File: config.mk
export PLATFORM = sky130hd
export DESIGN_NAME = parking_session_ctrl
export DESIGN_NICKNAME = d
export VERILOG_FILES = /design/src/rtl/parking_session_ctrl_pkg.sv /design/src/rtl/parking_session_ctrl_slot_timer.sv /design/src/rtl/parking_session_ctrl.sv
export SDC_FILE = /design/constraint.sdc
export NUM_CORES = 1
export LEC_CHECK = 0
export CAP_MARGIN = 15
export CORE_ASPECT_RATIO = 0.7
export CORE_MARGIN = 3
export CORE_UTILIZATION = 55
export DETAILED_ROUTE_END_ITERATION = 10
export GPL_TIMING_DRIVEN = 0
export PLACE_DENSITY = 0.85
export SLEW_MARGIN = 10
export SYNTH_ARGS = -nofsm -noshare
export SYNTH_HDL_FRONTEND = slang
export SYNTH_HIERARCHICAL = 1
export SYNTH_SLANG_ARGS = --single-unit
File: constraint.sdc
create_clock -name clk -period 4 [get_ports clk]
set_clock_uncertainty 0.2 [all_clocks]
set_input_delay 0.8 -clock clk [delete_from_list [all_inputs] [get_ports clk]]
set_output_delay 0.8 -clock clk [all_outputs]
set_load 0.1 [all_outputs]
File: src/rtl/parking_session_ctrl_pkg.sv
// Shared definitions for the parking/charging session controller:
// FSM state encodings, payment modes, default rates and the fee helper.
package parking_pkg;

  typedef logic [2:0] state_t;

  localparam state_t ST_IDLE  = 3'd0;
  localparam state_t ST_AUTH  = 3'd1;
  localparam state_t ST_BILL  = 3'd2;
  localparam state_t ST_PAY   = 3'd3;
  localparam state_t ST_LOCK  = 3'd4;
  localparam state_t ST_ALARM = 3'd5;

  localparam logic PAY_CASH = 1'b0;
  localparam logic PAY_CARD = 1'b1;

  localparam int         RATE_NORMAL = 1;
  localparam int         RATE_FAST   = 2;
  localparam logic [3:0] PASSWORD    = 4'b1101;

  // A session is always billed for at least one hour; result clamps to max_fee.
  function automatic int unsigned bill_fee(input int unsigned hours,
                                           input int unsigned rate,
                                           input int unsigned max_fee);
    int unsigned billed;
    int unsigned full;
    billed = (hours == 32'd0) ? 32'd1 : hours;
    full   = billed * rate;
    return (full > max_fee) ? max_fee : full;
  endfunction

endpackage

File: src/rtl/parking_session_ctrl_slot_timer.sv
// Per-bay hour meter: counts clock ticks into saturating billed hours and
// remembers which rate the session was opened with.
module slot_timer #(
  parameter int HOUR_W         = 4,
  parameter int TICKS_PER_HOUR = 16
) (
  input  logic              clk,
  input  logic              rst,
  input  logic              start,
  input  logic              run,
  input  logic              clear,
  input  logic              fast_charge,
  output logic [HOUR_W-1:0] hours,
  output logic              rate_sel
);

  localparam int TICK_W = (TICKS_PER_HOUR > 1) ? $clog2(TICKS_PER_HOUR) : 1;

  logic [TICK_W-1:0] ticks;

  always_ff @(posedge clk) begin
    if (rst || clear) begin
      ticks    <= '0;
      hours    <= '0;
      rate_sel <= 1'b0;
    end else if (start) begin
      ticks    <= '0;
      hours    <= '0;
      rate_sel <= fast_charge;
    end else if (run) begin
      if (ticks == TICK_W'(TICKS_PER_HOUR - 1)) begin
        ticks <= '0;
        if (hours != '1) hours <= hours + HOUR_W'(1);
      end else begin
        ticks <= ticks + TICK_W'(1);
      end
    end
  end

endmodule

File: src/rtl/parking_session_ctrl.sv
// Session controller for N_SLOTS parking/charging bays: password access with
// lockout, entry, metering, billing, payment and fire-alarm override.
module parking_session_ctrl #(
  parameter int         N_SLOTS        = 4,
  parameter int         SLOT_W         = 2,
  parameter int         HOUR_W         = 4,
  parameter int         PRICE_W        = 8,
  parameter int         TICKS_PER_HOUR = 16,
  parameter int         RATE_NORMAL    = parking_pkg::RATE_NORMAL,
  parameter int         RATE_FAST      = parking_pkg::RATE_FAST,
  parameter logic [3:0] PASSWORD       = parking_pkg::PASSWORD,
  parameter int         MAX_TRIES      = 3,
  parameter int         LOCK_CYCLES    = 32
) (
  input  logic               clk,
  input  logic               rst,
  input  logic               pw_valid,
  input  logic [3:0]         pw_in,
  input  logic               enter_req,
  input  logic               exit_req,
  input  logic [SLOT_W-1:0]  slot_sel,
  input  logic               fast_charge,
  input  logic               pay_valid,
  input  logic               pay_mode,
  input  logic [PRICE_W-1:0] pay_amount,
  input  logic               card_ok,
  input  logic [N_SLOTS-1:0] fire_in,
  input  logic               alarm_clr,
  output logic               auth_ok,
  output logic               locked,
  output logic               ack,
  output logic               nack,
  output logic [N_SLOTS-1:0] occupancy,
  output logic [PRICE_W-1:0] fee,
  output logic               paid_cash,
  output logic               paid_card,
  output logic [PRICE_W-1:0] change,
  output logic               gate_open,
  output logic [N_SLOTS-1:0] alarm_status
);

  import parking_pkg::*;

  localparam int FAIL_W = $clog2(MAX_TRIES + 1);
  localparam int LOCK_W = (LOCK_CYCLES > 1) ? $clog2(LOCK_CYCLES) : 1;

  state_t            state;
  logic [FAIL_W-1:0] fail_cnt;
  logic [LOCK_W-1:0] lock_cnt;
  logic [SLOT_W-1:0] cur_slot;

  logic               fire_any, slot_ok, sel_occ;
  logic               do_enter, do_exit, cash_hit, card_hit, pay_done;
  logic [N_SLOTS-1:0] start_vec, run_vec, clear_vec, rate_arr;
  logic [HOUR_W-1:0]  hours_arr [N_SLOTS];
  int unsigned        fee_full;
  logic [PRICE_W-1:0] fee_next;

  // Decisions shared by the FSM and the slot timers so both see the same event.
  always_comb begin
    fire_any = |fire_in;
    slot_ok  = (32'(slot_sel) < 32'(N_SLOTS));
    sel_occ  = slot_ok && occupancy[slot_sel];
    do_enter = (state == ST_AUTH) && !fire_any && enter_req && !exit_req && slot_ok && !sel_occ;
    do_exit  = (state == ST_AUTH) && !fire_any && exit_req && !enter_req && sel_occ;
    cash_hit = (state == ST_PAY) && !fire_any && pay_valid && (pay_mode == PAY_CASH) &&
               (pay_amount >= fee);
    card_hit = (state == ST_PAY) && !fire_any && pay_valid && (pay_mode == PAY_CARD) && card_ok;
    pay_done = cash_hit || card_hit;
    fee_full = bill_fee(32'(hours_arr[cur_slot]),
                        rate_arr[cur_slot] ? 32'(RATE_FAST) : 32'(RATE_NORMAL),
                        32'({PRICE_W{1'b1}}));
    fee_next = PRICE_W'(fee_full);
    for (int i = 0; i < N_SLOTS; i++) begin
      start_vec[i] = do_enter && (32'(slot_sel) == 32'(i));
      clear_vec[i] = pay_done && (32'(cur_slot) == 32'(i));
      // The exiting bay stops metering while its bill is being settled.
      run_vec[i]   = occupancy[i] &&
                     !(((state == ST_BILL) || (state == ST_PAY)) && (32'(cur_slot) == 32'(i)));
    end
  end

  for (genvar g = 0; g < N_SLOTS; g++) begin : g_slot
    slot_timer #(
      .HOUR_W        (HOUR_W),
      .TICKS_PER_HOUR(TICKS_PER_HOUR)
    ) u_timer (
      .clk        (clk),
      .rst        (rst),
      .start      (start_vec[g]),
      .run        (run_vec[g]),
      .clear      (clear_vec[g]),
      .fast_charge(fast_charge),
      .hours      (hours_arr[g]),
      .rate_sel   (rate_arr[g])
    );
  end

  always_ff @(posedge clk) begin
    if (rst) begin
      state        <= ST_IDLE;
      fail_cnt     <= '0;
      lock_cnt     <= '0;
      cur_slot     <= '0;
      auth_ok      <= 1'b0;
      locked       <= 1'b0;
      ack          <= 1'b0;
      nack         <= 1'b0;
      occupancy    <= '0;
      fee          <= '0;
      paid_cash    <= 1'b0;
      paid_card    <= 1'b0;
      change       <= '0;
      gate_open    <= 1'b0;
      alarm_status <= '0;
    end else begin
      ack       <= 1'b0;
      nack      <= 1'b0;
      paid_cash <= 1'b0;
      paid_card <= 1'b0;
      gate_open <= 1'b0;
      // Fire overrides everything, whatever state we were in.
      if (fire_any) begin
        state        <= ST_ALARM;
        alarm_status <= alarm_status | fire_in;
        gate_open    <= 1'b1;
        auth_ok      <= 1'b0;
        locked       <= 1'b0;
      end else begin
        case (state)
          ST_IDLE: begin
            if (pw_valid) begin
              if (pw_in == PASSWORD) begin
                state    <= ST_AUTH;
                auth_ok  <= 1'b1;
                fail_cnt <= '0;
              end else begin
                nack <= 1'b1;
                if (fail_cnt == FAIL_W'(MAX_TRIES - 1)) begin
                  state    <= ST_LOCK;
                  locked   <= 1'b1;
                  lock_cnt <= '0;
                  fail_cnt <= '0;
                end else begin
                  fail_cnt <= fail_cnt + FAIL_W'(1);
                end
              end
            end
          end
          ST_LOCK: begin
            if (lock_cnt == LOCK_W'(LOCK_CYCLES - 1)) begin
              state  <= ST_IDLE;
              locked <= 1'b0;
            end else begin
              lock_cnt <= lock_cnt + LOCK_W'(1);
            end
          end
          ST_AUTH: begin
            if (do_enter) begin
              occupancy[slot_sel] <= 1'b1;
              ack       <= 1'b1;
              gate_open <= 1'b1;
              auth_ok   <= 1'b0;
              state     <= ST_IDLE;
            end else if (do_exit) begin
              cur_slot <= slot_sel;
              auth_ok  <= 1'b0;
              state    <= ST_BILL;
            end else if (enter_req || exit_req) begin
              nack <= 1'b1;
            end
          end
          ST_BILL: begin
            fee   <= fee_next;
            state <= ST_PAY;
          end
          ST_PAY: begin
            if (pay_done) begin
              paid_cash           <= cash_hit;
              paid_card           <= card_hit;
              change              <= cash_hit ? (pay_amount - fee) : '0;
              occupancy[cur_slot] <= 1'b0;
              gate_open           <= 1'b1;
              state               <= ST_IDLE;
            end else if (pay_valid) begin
              nack <= 1'b1;
            end
          end
          ST_ALARM: begin
            if (alarm_clr) begin
              alarm_status <= '0;
              state        <= ST_IDLE;
            end else begin
              gate_open <= 1'b1;
            end
          end
          default: state <= ST_IDLE;
        endcase
      end
    end
  end

endmodule

==> summary by stage, run 1 <==
Layout
The finished cells cover 4920 um^2. The number of nets in the layout is 581. The area growth from synthesis to layout is 21.8%. The number of diodes is 0. Of the cells placed in the final design, the portion with a size suffix greater than 1 is 0.0778. In the layout the commonest cells are dfxtp_1 (77), clkdlybuf4s50_1 (56), a21oi_1 (45), nor2_1 (41), nand2_1 (36). The number of filler instances in the final layout is approximately 570. The library cell used most frequently in the layout, excluding fill and tap cells, is dfxtp_1.

GRT
The first global-routing pass estimated 16.6 mm of wire. In the global route stage, overall resource usage came out at 0.245. The via count of the first global-routing pass was 3551. The maximum number of pins on one net before global-route repair is 13. After global routing the overflow that remains totals 0. The number of antenna violations at the first check in global routing is 0.

Detailed routing
The post-detailed-route via-to-cell ratio is 6.09. Wires add up to 10.2 mm. The final route contains 3858 vias.

The routed wire length per instance is 16.1 um. The first routing iteration left 360 violations. The number of detailed-routing iterations run before antenna repair is 5.

The count of nets left with antenna violations once routing finished came out at 0. The number of remaining DRC errors is 0.

Synthesis
The warning count from the yosys run is 6. The total of flip-flops plus latches after synthesis is 77. The number of enable flip-flop cells after synthesis is 0. The prevailing post-synth register cell is dfxtp_1. The share of flip-flops with an asynchronous set or reset after synthesis is 0. The share of synthesized area occupied by flip-flops and latches is 0.382. Synthesis instantiated 59 different standard cells from the library. The average instance in the mapped netlist occupies 8.67 um^2. The number of standard cells after synthesis is between 400 and 500.

The mapped cell area is around 4000 um^2.

Floorplanning
The full die area is 8430 um^2. The boundary pin count is 59. In this run the core area contains 25 standard-cell rows. From left edge to right edge, the die measures 108 um. From bottom edge to top edge, the die measures 77.7 um. The placeable core area is 6940 um^2. The initial utilization of the core area, before any placement, comes to 0.582.

Place
The placer's final routability congestion estimate is 0.883. Port buffering added 56 buffers. The estimated wirelength of the detail-placed design is approximately 7.5 mm. Once placement finished, the instance area stood at 4720 um^2. The worst setup slack after placement is -0.589 ns.

Power
The clock share of power is 0.371. For this design the static power due to leakage is 0.00169 uW. The switching power share of the total is 0.266. The switching power total is between 300 and 400 uW. The part of the total power dissipated in sequential elements is 0.524. In this run the power density over the cells is 301 nW/um^2. The cell-internal power is 1090 uW.

The final total power is between 1000 and 1500 uW. Across the VDD grid, the largest voltage drop is 0.000213 V. Of the total power, combinational logic draws 0.105.

Setup path
On the critical path, the stage with the largest delay is an instance of clkdlybuf4s50_1. The worst register-to-register path begins at fee[0]. The type of element capturing the critical path is a flop.

The maximum fanout count along the critical path is 8. Counting stages on the worst path, the most repeated cell is inv_1. The critical path launch point type is an input pin.

The critical path data required time is around 4.1 ns. The largest stage delay on the critical path is 0.41 ns. Data arrives at the worst endpoint at 3.84 ns. Traced cell by cell, the critical path runs through clkdlybuf4s50_1 -> inv_1 -> ha_1 -> inv_1 -> fa_1 -> a21oi_1 -> o22ai_1 -> or2_1 -> o211ai_4 -> buf_4 -> nor3_1 -> or3_1 -> clkbuf_1 -> a211oi_1.

By startpoint and endpoint, the worst setup path is classified as input pin to flop. The register-to-register setup slack is slightly above 0.7 ns. The startpoint of the most critical setup path is pay_amount[0].

Timing
For the pin with the worst max-slew slack, the measured transition is ~0.99 ns. Setup repair after global routing left no endpoint under its margin. The post-layout worst setup margin is around 0.22 ns. The smallest clock period supported by the final layout is computed as 3.78 ns. Setup violations remaining at the end of the flow were counted as 0. Static timing analysis puts the maximum clock frequency at 0.265 GHz. The final number of max-transition violations was 0.

The worst slew margin relative to its limit is 0.338. The final cycle utilization of the critical path is 0.944. The number of failing hold endpoints at the final stage is 0.

Worst hold path
The type of the most critical hold path is flop to flop. The startpoint identified for the worst hold timing path is change[7].

CTS
The total CTS buffers is 9. The clock reaches the later pin of the worst-skew pair after 0.36 ns. Counting every sink on the clock net gives 77.

TritonCTS built the clock tree. The number of buffers on the longest clock path is 2. The root buffer cell chosen for the clock tree is clkbuf_8. The CTS H-tree depth is 3.

Clock-pin slew was measured on the worst setup and hold paths at 0.08 ns.

Flow run
The number of max-cap violations is 0.

Status
The flow ran to the end, and the final reports show no timing, DRC or antenna violations.
## worst max-delay path, delay by kind of cell
kind | cells | cell delay (ns)
simple gates | 3 | 0.78
fa+ha+maj | 2 | 0.57
compound gates | 4 | 0.74
buf+inv | 5 | 0.95
## kinds of logic (layout without fill, tap and decap cells)
group | count (synthesis) | count (layout) | synth area share
buf+inv | 32 | 105 | 0.0322
xor+xnor | 7 | 7 | 0.0152
fa+ha+maj | 18 | 18 | 0.0576
other cells | 1 | 2 | 0.000928
compound gates | 115 | 115 | 0.178
flops | 77 | 77 | 0.382
simple gates | 198 | 198 | 0.271
mux | 18 | 18 | 0.0632
## per-stage QoR
| step | utilization | TNS [ns] | cells | hold slack (ns) |
|---|---|---|---|---|
| CTS | 0.706 | 0 | 633 | 0.262 |
| global route | 0.709 | 0 | 634 | 0.291 |
| finish | 0.709 | 0 | 634 | 0.265 |
| floorplan | - | 0 | 467 | 0.254 |
| global placement | 0.680 | -4.10 | 617 | 0.249 |
| detailed placement | 0.680 | -4.64 | 617 | 0.251 |
## layer usage
| layer | GRT usage | vias up | routed length [um] |
|---|---|---|---|
| li1 | - | 1859 | - |
| met1 | 0.344 | 1808 | 4750 |
| met2 | 0.370 | 174 | 4400 |
| met3 | 0.0640 | 17 | 882 |
| met4 | 0.0744 | 0 | 155 |
| met5 | 0 | - | 0 |
## flip-flops by register name, summed over array words and instances (netlist names), 2 cells and up
signal                   flops
g_slot.u_timer/hours        16
g_slot.u_timer/ticks        16
change                       8
fee                          6
lock_cnt                     5
alarm_status                 4
g_slot.u_timer/rate_sel      4
occupancy                    4
state                        3
cur_slot                     2
fail_cnt                     2
## synth_stat cells, types with 10 or more instances
library cell,n,area share
mux2i_1,12,0.030
clkbuf_1,10,0.0093
or3_1,13,0.020
inv_1,16,0.015
nand3_1,16,0.020
o21ai_0,20,0.025
a22oi_1,10,0.019
a21oi_1,45,0.056
nor2_1,41,0.038
dfxtp_1,77,0.38
ha_1,17,0.053
nand2_1,36,0.033
nor3_1,32,0.040
## power by group through the flow
| stage | clock network (uW) | registers [uW] | logic [uW] |
|---|---|---|---|
| global route | 584 | 777 | 167 |
| global placement | 0 | 794 | 151 |
| floorplan | 0 | 824 | 63.3 |
| detailed placement | 0 | 794 | 153 |
| CTS | 554 | 776 | 154 |
| finish | 549 | 776 | 156 |
## final timing paths
check | endpoint | cells past startpoint
max reg2reg | g_slot[1].u_timer/hours[3] | 12
min | change[7] | 2
min reg2reg | change[7] | 2
max | g_slot[1].u_timer/hours[3] | 14
## timing repair
item / in CTS / in global routing
setup endpoints to repair: 8 / 8
buffers inserted: 0 / 1
hold buffers: 0 / 0
pin swaps: 0 / 1
gates resized for setup: 2 / 2
## cell type report
cell class / count / area, um^2 / share of cell area
Timing Repair Buffer: 57 / 568 / 0.115
Buffer: 16 / 73.8 / 0.0150
Sequential cell: 77 / 1540 / 0.313
Multi-Input combinational cell: 358 / 2380 / 0.484
Clock buffer: 13 / 159 / 0.0323
Clock inverter: 3 / 20.0 / 0.00407
Tap cell: 94 / 118 / 0.0239
Inverter: 16 / 60.1 / 0.0122
Note: power is estimated with default switching activity, not from simulation.
==> inputs of run 2 (changes only) <==
GPL_ROUTABILITY_DRIVEN = 0   (was default)
REMOVE_ABC_BUFFERS = 1   (was default)
==> run 2 against run 1 <==
Utilization fell by 0.45 points. Worst hold slack about the same. Sequential cell count is the same. Via count decreased by 2.8%. Final cell count fell by 2.2%. Count of clock-buffer cells in the layout unchanged. Fmax fell by 0.23%. Largest power group unchanged. Combinational power shrank 3%. First-iteration DRC count fell by 32%. Clock power grew 13%. Die area unchanged. Routed wire length fell by 1.2%.
==> summary by stage, run 2 (synthesized netlist as in run 1, its figures left out) <==
Status
The run finished with clean final reports.

Layout
The number of diodes is 0. The largest registers in the layout are g_slot.u_timer/hours x16, g_slot.u_timer/ticks x16, change x8. The most common cell after layout, fill and taps aside is dfxtp_1. After the last flow step, the layout net total stands at 567. The share of final-layout standard cells stronger than drive strength 1 is 0.0779. From synthesis to final layout, the design area changed by 21.0%. Measured on the finished design, the core utilization comes to 0.704.

The top cell types in the final layout, fill and taps aside, are dfxtp_1 (77), clkdlybuf4s50_1 (55), a21oi_1 (45), nor2_1 (41), nand2_1 (36).

Power
Summed over all cells, the static leakage comes to around 0.0017 uW. In this run the power density over the cells is around 320 nW/um^2. Of the total power, combinational logic draws 0.098. The switching power share of the total is 0.248. Cell internal power was estimated by the tool at 1160 uW. The clock share of power is 0.399. Power comes to ~1500 uW. The worst-case IR drop observed on VDD is 0.000193 V.

For this design the total switching power over the nets is between 300 and 400 uW. The part of the total power dissipated in sequential elements is 0.503.

Detailed routing
The routed design has about 10 mm of wire. In the routed layout, each cell is associated on average with a via count of 6.05. The first detailed-routing pass took 6 iterations. The routed layout has 3749 vias.

In the final routed layout, each cell accounts on average for 16.2 um. After the first detailed-routing iteration, the DRC count stood at between 200 and 250. The count of nets left with antenna violations once routing finished came out at 0.

For this run, design rule violations remaining after detail routing come to 0.

Timing
The maximum clock frequency is 0.264 GHz. Headroom to the max-slew limit came out at 0.339. The slew at the pin closest to its max-slew limit is 0.988 ns. The clock period minus final worst setup slack is 3.78 ns. Setup repair after global routing left no endpoint under its margin. Setup violations remaining at the end of the flow were counted as 0. The final cycle utilization of the critical path is 0.946. The final number of max-transition violations is 0. On the final layout, the worst hold slack is 0.264 ns.

The number of failing hold endpoints at the final stage is 0.

Setup path
The worst register-to-register path begins at fee[0]. The maximum fanout count along the critical path is 9. The capture point of the critical path is g_slot[2].u_timer/hours[3]. STA puts the critical path data required time at 4.06 ns. The setup path with the least slack is of type input pin to flop. In this run the critical register-to-register path is captured at g_slot[2].u_timer/hours[3]. The critical path launch point type is an input pin. The register-to-register setup slack is 0.72 ns.

Measured in cells, the most critical reg-to-reg path has a length of 10. The most critical setup path has its startpoint at pay_amount[0]. STA puts the critical path data arrival time at 3.85 ns. The worst setup path is captured at a flop.

CTS
The total CTS buffers is 9. The number of buffers on the longest clock path is 2. TritonCTS built the clock tree. The clock-pin slew reported for the worst setup and hold paths after clock tree synthesis is 0.08 ns.

The master cell of the clock root buffer is clkbuf_8. The CTS H-tree depth is 3. The latest clock arrival within the worst-skew pair is between 0.3 and 0.4 ns. The clock net in this run drives a total of 77 sinks.

GRT
The total overflow left after global routing is 0. In the global route stage, overall resource usage came out at 0.241. The first global-routing pass estimated 16.2 mm of wire. Entering global routing, the biggest net connects 46 pins. The via count of the first global-routing pass was 3501. The number of antenna violations at the first check in global routing is 0.

Place
Detailed placement finished with a half-perimeter wire length of 7.15 mm. The quantity of I/O buffers inserted on ports is 56.

Worst hold path
The number of cells on the worst hold path is 2. The type of the most critical hold path is flop to flop.

Floorplanning
The chip height is 77.7 um. In this run the core area contains 25 standard-cell rows. 59 I/O pins were placed.

The starting utilization of the core area is 0.582. The full die area is about 8400 um^2. From left edge to right edge, the die measures between 100 and 150 um. The total area inside the core boundary comes to between 6000 and 7000 um^2.

Flow run
The number of max-cap violations is 0.
-- run 2: changes by cell type in the layout (fill, tap and decap cells not counted), sizes merged --
cell / delta
clkinvlp: -1
buf: -4
clkbuf: -9
bufinv: +1
clkdlybuf4s50: -1
-- run 2: stage by stage --
| step | area (um^2) | setup WS (ns) | cells | setup TNS (ns) |
|---|---|---|---|---|
| 3_5_place_dp | 4650 | -0.350 | 601 | -8.33 |
| 2_1_floorplan | 3970 | 0.348 | 451 | 0 |
| 3_3_place_gp | 4650 | -0.244 | 601 | -5.61 |
| 4_1_cts | 4860 | 0.00511 | 617 | 0 |
| 6_report | 4890 | 0.216 | 620 | 0 |
| 5_1_grt | 4890 | 0.0302 | 620 | 0 |
-- run 2: worst max-delay path, cell delays in order --
cell and delay (ns):
clkdlybuf4s50_1 0.41, inv_1 0.06, ha_1 0.17, inv_1 0.06
fa_1 0.39, a21oi_1 0.27, o22ai_1 0.15, or2_1 0.29
o211ai_4 0.35, nor3b_1 0.13, or3_1 0.52, a211oi_1 0.24
-- run 2: how the worst min path moves through the flow --
stage	from	end
floorplan	lock_cnt[3]	lock_cnt[3]
global placement	change[7]	change[7]
detailed placement	change[7]	change[7]
CTS	change[7]	change[7]
global route	change[7]	change[7]
finish	change[7]	change[7]
-- run 2: repair_timing --
item                       in CTS  in global routing
hold buffers                    0                  0
gates resized for setup         0                  1
buffers inserted                0                  3
setup endpoints to repair       0                 32
-- run 2: power by group through the flow --
stage               combinational (uW)  sequential (uW)  clock [uW]
floorplan                         54.3              825           0
global route                       159              779         658
CTS                                148              778         627
global placement                   143              795           0
finish                             151              778         618
detailed placement                 146              796           0
-- run 2: layer usage --
layer	vias to the layer above	track usage	share of wire
li1	1829	-	-
met1	1782	0.320	0.47
met2	127	0.387	0.46
met3	11	0.0607	0.065
met4	0	0.0719	0.012
met5	-	0	0
-- run 2: final cells by class --
type                    count  area (um^2)
clock buffers              13          169
clock inverters             3         42.5
fillers                   551         2050
inverters                  16         60.1
multi-input cells         358         2380
flip-flops and latches     77         1540
well taps                  94          118
repair buffers             59          578
